## src/rtl/axilite4_sram_ctrl.sv

```systemverilog
`timescale 1ns/1ps
// AXI Lite 4 slave that serialises the read and write channels onto one
// single-port 128-bit SRAM macro, one transaction at a time.
// Ports:
//   clk, rst                      clock, synchronous active-high reset
//   readAddr_*                    read address channel (addr/valid/ready)
//   readData_*                    read data channel (data/valid/ready)
//   writeAddr_*, writeData_*      write address and data channels
//   writeResp_*                   write response (msg 0=OKAY, 2=SLVERR)
//   mem_en/we/addr/wdata/wmask    macro request, mem_rdata one cycle later
//   busy                          high whenever the controller is not idle
module axilite4_sram_ctrl #(
  parameter int memAddrWidth = 16
) (
  input  logic                    clk,
  input  logic                    rst,
  input  logic [31:0]             readAddr_addr,
  input  logic                    readAddr_valid,
  output logic                    readAddr_ready,
  output logic [127:0]            readData_data,
  output logic                    readData_valid,
  input  logic                    readData_ready,
  input  logic [31:0]             writeAddr_addr,
  input  logic                    writeAddr_valid,
  output logic                    writeAddr_ready,
  input  logic [127:0]            writeData_data,
  input  logic [15:0]             writeData_strb,
  input  logic                    writeData_valid,
  output logic                    writeData_ready,
  output logic [31:0]             writeResp_msg,
  output logic                    writeResp_valid,
  input  logic                    writeResp_ready,
  output logic                    mem_en,
  output logic                    mem_we,
  output logic [memAddrWidth-5:0] mem_addr,
  output logic [127:0]            mem_wdata,
  output logic [15:0]             mem_wmask,
  input  logic [127:0]            mem_rdata,
  output logic                    busy
);

  localparam int LW = memAddrWidth - 4;

  localparam logic [2:0] S_IDLE    = 3'd0;
  localparam logic [2:0] S_RD_MEM  = 3'd1;
  localparam logic [2:0] S_RD_CAP  = 3'd2;
  localparam logic [2:0] S_RD_RESP = 3'd3;
  localparam logic [2:0] S_WR_MEM  = 3'd4;
  localparam logic [2:0] S_WR_RESP = 3'd5;

  localparam logic [31:0] RESP_OKAY   = 32'd0;
  localparam logic [31:0] RESP_SLVERR = 32'd2;

  logic [2:0]    state_q, state_d;
  logic          last_wr_q, last_wr_d;
  logic [LW-1:0] line_q, line_d;
  logic          oor_q, oor_d;
  logic [127:0]  wdata_q, wdata_d;
  logic [15:0]   strb_q, strb_d;
  logic [127:0]  rdata_q, rdata_d;
  logic [31:0]   msg_q, msg_d;

  logic is_idle;
  logic rd_cand;
  logic wr_cand;
  logic grant_rd;
  logic grant_wr;
  logic rd_oor;
  logic wr_oor;

  // Byte offset within a line is never used: every access is line-aligned.
  logic unused_offset_bits;
  assign unused_offset_bits = ^{readAddr_addr[3:0], writeAddr_addr[3:0]};

  assign is_idle = (state_q == S_IDLE);
  assign rd_cand = readAddr_valid;
  assign wr_cand = writeAddr_valid & writeData_valid;

  // On a tie the type that was not served last wins.
  assign grant_rd = is_idle & rd_cand & (~wr_cand | last_wr_q);
  assign grant_wr = is_idle & wr_cand & ~grant_rd;

  assign rd_oor = |readAddr_addr[31:memAddrWidth];
  assign wr_oor = |writeAddr_addr[31:memAddrWidth];

  always_comb begin
    state_d   = state_q;
    last_wr_d = last_wr_q;
    line_d    = line_q;
    oor_d     = oor_q;
    wdata_d   = wdata_q;
    strb_d    = strb_q;
    rdata_d   = rdata_q;
    msg_d     = msg_q;
    unique case (state_q)
      S_IDLE: begin
        unique case (1'b1)
          grant_rd: begin
            state_d   = S_RD_MEM;
            last_wr_d = 1'b0;
            line_d    = readAddr_addr[memAddrWidth-1:4];
            oor_d     = rd_oor;
          end
          grant_wr: begin
            state_d   = S_WR_MEM;
            last_wr_d = 1'b1;
            line_d    = writeAddr_addr[memAddrWidth-1:4];
            oor_d     = wr_oor;
            wdata_d   = writeData_data;
            strb_d    = writeData_strb;
            msg_d     = wr_oor ? RESP_SLVERR : RESP_OKAY;
          end
          default: ;
        endcase
      end
      S_RD_MEM: state_d = S_RD_CAP;
      S_RD_CAP: begin
        // Out-of-range reads never strobed the macro; return zeros.
        rdata_d = oor_q ? '0 : mem_rdata;
        state_d = S_RD_RESP;
      end
      S_RD_RESP: begin
        if (readData_ready) state_d = S_IDLE;
      end
      S_WR_MEM: state_d = S_WR_RESP;
      S_WR_RESP: begin
        if (writeResp_ready) state_d = S_IDLE;
      end
      default: state_d = S_IDLE;
    endcase
  end

  always_ff @(posedge clk) begin
    if (rst) begin
      state_q   <= S_IDLE;
      last_wr_q <= 1'b1;
      line_q    <= '0;
      oor_q     <= 1'b0;
      wdata_q   <= '0;
      strb_q    <= '0;
      rdata_q   <= '0;
      msg_q     <= RESP_OKAY;
    end else begin
      state_q   <= state_d;
      last_wr_q <= last_wr_d;
      line_q    <= line_d;
      oor_q     <= oor_d;
      wdata_q   <= wdata_d;
      strb_q    <= strb_d;
      rdata_q   <= rdata_d;
      msg_q     <= msg_d;
    end
  end

  assign readAddr_ready  = grant_rd;
  assign writeAddr_ready = grant_wr;
  assign writeData_ready = grant_wr;

  assign readData_valid  = (state_q == S_RD_RESP);
  assign readData_data   = rdata_q;
  assign writeResp_valid = (state_q == S_WR_RESP);
  assign writeResp_msg   = msg_q;

  assign mem_en    = ((state_q == S_RD_MEM) | (state_q == S_WR_MEM)) & ~oor_q;
  assign mem_we    = (state_q == S_WR_MEM);
  assign mem_addr  = line_q;
  assign mem_wdata = wdata_q;
  assign mem_wmask = strb_q;

  assign busy = ~is_idle;

endmodule

```

## config.mk

```make
export PLATFORM = sky130hd
export DESIGN_NAME = axilite4_sram_ctrl
export DESIGN_NICKNAME = d
export VERILOG_FILES = /design/src/rtl/axilite4_sram_ctrl.sv
export SDC_FILE = /design/constraint.sdc
export NUM_CORES = 1
export LEC_CHECK = 0
export ABC_AREA = 1
export CAP_MARGIN = 20
export CELL_PAD_IN_SITES_DETAIL_PLACEMENT = 2
export CELL_PAD_IN_SITES_GLOBAL_PLACEMENT = 2
export CORE_MARGIN = 1
export CORE_UTILIZATION = 17
export DETAILED_ROUTE_END_ITERATION = 8
export PLACE_DENSITY_LB_ADDON = 0.3
export SYNTH_ARGS = -nofsm -noshare
export SYNTH_HDL_FRONTEND = slang
export SYNTH_SLANG_ARGS = --single-unit
export TNS_END_PERCENT = 30
```

## constraint.sdc

```tcl
create_clock -name clk -period 1.4 [get_ports clk]
set_input_delay 0.28 -clock clk [delete_from_list [all_inputs] [get_ports clk]]
set_output_delay 0.28 -clock clk [all_outputs]
set_load 0.05 [all_outputs]
```

==> qor.yml <==
sta:
  finalHoldViolations: 0
  fin_setup_tns_ps: -80550
  drv_slew: 0
  period_minus_slack_ps: 1903
  setup_ws_ps: -503.2
  setup_violations: 302
  max_freq_ghz: 0.5254
  grt_setup_unrepaired: "yes"
  whs_ps: 244.7
  fin_worst_skew_ps: 15.44
  fin_crit_sh_pct: 135.9
synth:
  ys_ff_latch: 290
  ys.flop_type: "dfxtp_1"
  synth_top_area_share_pct: 52.51
  synth_cell_types: 22
  synthCells: 1411
  synthTopCellsByArea: "dfxtp_1 53%, nor2_1 11%, nand4_1 7.2%"
  async_flop_share_pct: 0
  yosys_warnings: 0
  syn_avg_cell_area_sq_um: 7.836
  synthesis.area_sq_um: 11060
  yosysTopAreaCell: "dfxtp_1"
  synth_edf_count: 0
  seq_area_frac_synth_pct: 52.51
cts:
  cts_tree: "yes"
  clk_pin_slew_ps: 60
  clk_path_buf_depth: 3
  clock_sinks: 290
  cts_inserted_buffers: 39
  cts_max_level: 2
  cts.hold.buffers_added: 0
  clk_latency_ps: 550
  ctsRootBufferMaster: "clkbuf_16"
floorplan:
  rows: 93
  initial_utilization_pct: 17.18
  dieHeight_um: 257.0
  pin_count: 667
  die_w_um: 257.0
  die_area_sq_um: 66060
  fp.coreArea_sq_um: 64350
route:
  ant_nets: 0
  via_count: 12930
  drt-pass1-iter-count: 4
  route.detailed.drc: 0
  drtIter0Drc: 376
  postRouteWirelength_um: 65320
  drt-wirelength-per-cell_um: 21.82
  vias_per_cell: 4.317
outcome:
  violations: "negative setup slack"
  status: "finished, violations left"
final_layout:
  mostFrequentLayoutCell: "buf_12"
  layout_common_cells: "346 x buf_12, 333 x clkdlybuf4s50_1, 310 x nor2_1"
  fin_nets: 2440
  drive_gt1_share_pct: 33.47
  fin_area_sq_um: 25320
  syn_to_final_growth_pct: 129.0
  stdcell_count: 2994
setup_path:
  endpoint_kind: "output port"
  cp-endpoint: "writeAddr_ready"
  r2r_end: "mem_wdata[79]$_SDFFE_PP0P_"
  reg2reg_slack_ps: -400
  cp.arrival_ps: 1620
  cp_max_fo: 3
  r2r.worst_path.cells: 11
  crit_start: "state_q[1]$_SDFFE_PP0P_"
  critPathLaunchType: "register"
  required_ps: 1120
  rr_startpoint: "state_q[1]$_SDFFE_PP0P_"
  path_class: "reg2out"
grt:
  grt_pass1_wl_um: 94650
  grt_pass1_vias: 14370
  antenna_found_initial: 15
  gr-total-overflow: 0
  grt_util_all_layers_pct: 18.94
  grt_max_degree: 55
run:
  cap_violations: 0
power:
  leakage_nw: 9.516
  power_density_nw_per_um2: 1689
  ir_worst_vdd_mv: 0.8829
hold_path:
  hp-start: "rst"
  hold_depth: 3
  hold_path_class: "in2reg"
placed_design:
  io_buffers: 627
  dpl_cell_area_sq_um: 21700
  gp_congestion: 0.8015
  place_inst: 2850
  dp_hpwl_um: 45880
==> critical path, cell delays in order (launching register included) <==
cell and delay (ps):
dfxtp_2 330, nor2_4 130, nand2_4 70, nor2_4 150, nand2_8 80, inv_8 60, buf_12 110, buf_12 130
==> how the worst min path moves through the flow <==
stage	endpoint
3_3_place_gp	readData_data[114]$_SDFFE_PP0N_
4_1_cts	readData_data[32]$_SDFFE_PP0N_
6_report	readData_data[70]$_SDFFE_PP0N_
3_5_place_dp	readData_data[90]$_SDFFE_PP0N_
2_1_floorplan	mem_wdata[60]$_SDFFE_PP0P_
5_1_grt	readData_data[70]$_SDFFE_PP0N_
==> sequential cells by signal, indices dropped and copies added (netlist names) <==
register,cells
last_wr_q,1
mem_addr,12
mem_wdata,128
mem_wmask,16
oor_q,1
readData_data,128
state_q,3
writeResp_msg,1
==> Yosys cell counts, types with 2 or more instances <==
cell type / n
nand2_2: 2
buf_6: 18
buf_2: 38
buf_4: 32
nor2_1: 315
a21oi_1: 144
inv_1: 25
dfxtp_1: 290
nand3_1: 5
o21ai_0: 145
o21ai_1: 24
nand2_1: 168
inv_2: 2
clkbuf_1: 68
nand4_1: 128
==> kinds of logic after synthesis <==
kind of cell,after synthesis,synth area share [%]
buffers and inverters,184,8.985
AND/OR/NAND/NOR,621,24.18
flip-flops,290,52.51
AO/OA/AOI/OAI,315,14.29
other,1,0.03392
==> stage by stage <==
step	setup slack (ps)	power [mW]	util [%]
4_1_cts	-566.1	42.77	38.43
3_5_place_dp	-612.9	29.68	33.73
5_1_grt	-583.3	44.56	39.34
2_1_floorplan	-313.9	19.28	-
6_report	-503.2	42.77	39.34
3_3_place_gp	-598.9	29.28	33.73
==> report_power, final <==
part	switching [mW]	leakage (nW)	total (mW)	internal, mW
logic	11.4	6.53	21.7	10.2
registers	1.41	2.36	11.0	9.57
clock network	4.01	0.625	10.1	6.13
total	16.8	9.52	42.8	25.9
==> metal layers <==
layer	vias to the layer above	GRT usage [%]	wire [um]	part of all wire (%)
met2	364	34.79	34880	53
met3	119	4.364	3371	5.2
met1	6366	20.29	24320	37
li1	6075	-	-	-
met4	2	9.044	2727	4.2
met5	-	0	12	0.018
==> timing repair <==
item,in CTS,in global routing
pin swaps,24,23
hold endpoints to repair,0,0
endpoints found under the setup margin,495,544
setup buffers,27,9
gates cloned,25,4
resized for setup,270,151
==> cell type report <==
| cell class | count | area [sq um] |
|---|---|---|
| well taps | 855 | 1070 |
| multi-input cells | 967 | 5374 |
| inverters | 27 | 120.1 |
| diodes | 15 | 37.54 |
| clock inverters | 7 | 85.08 |
| flip-flops and latches | 290 | 5808 |
| clock buffers | 61 | 1181 |
| fillers | 6724 | 39030 |
| repair buffers | 772 | 11640 |
Note: power is estimated with default switching activity, not from simulation.
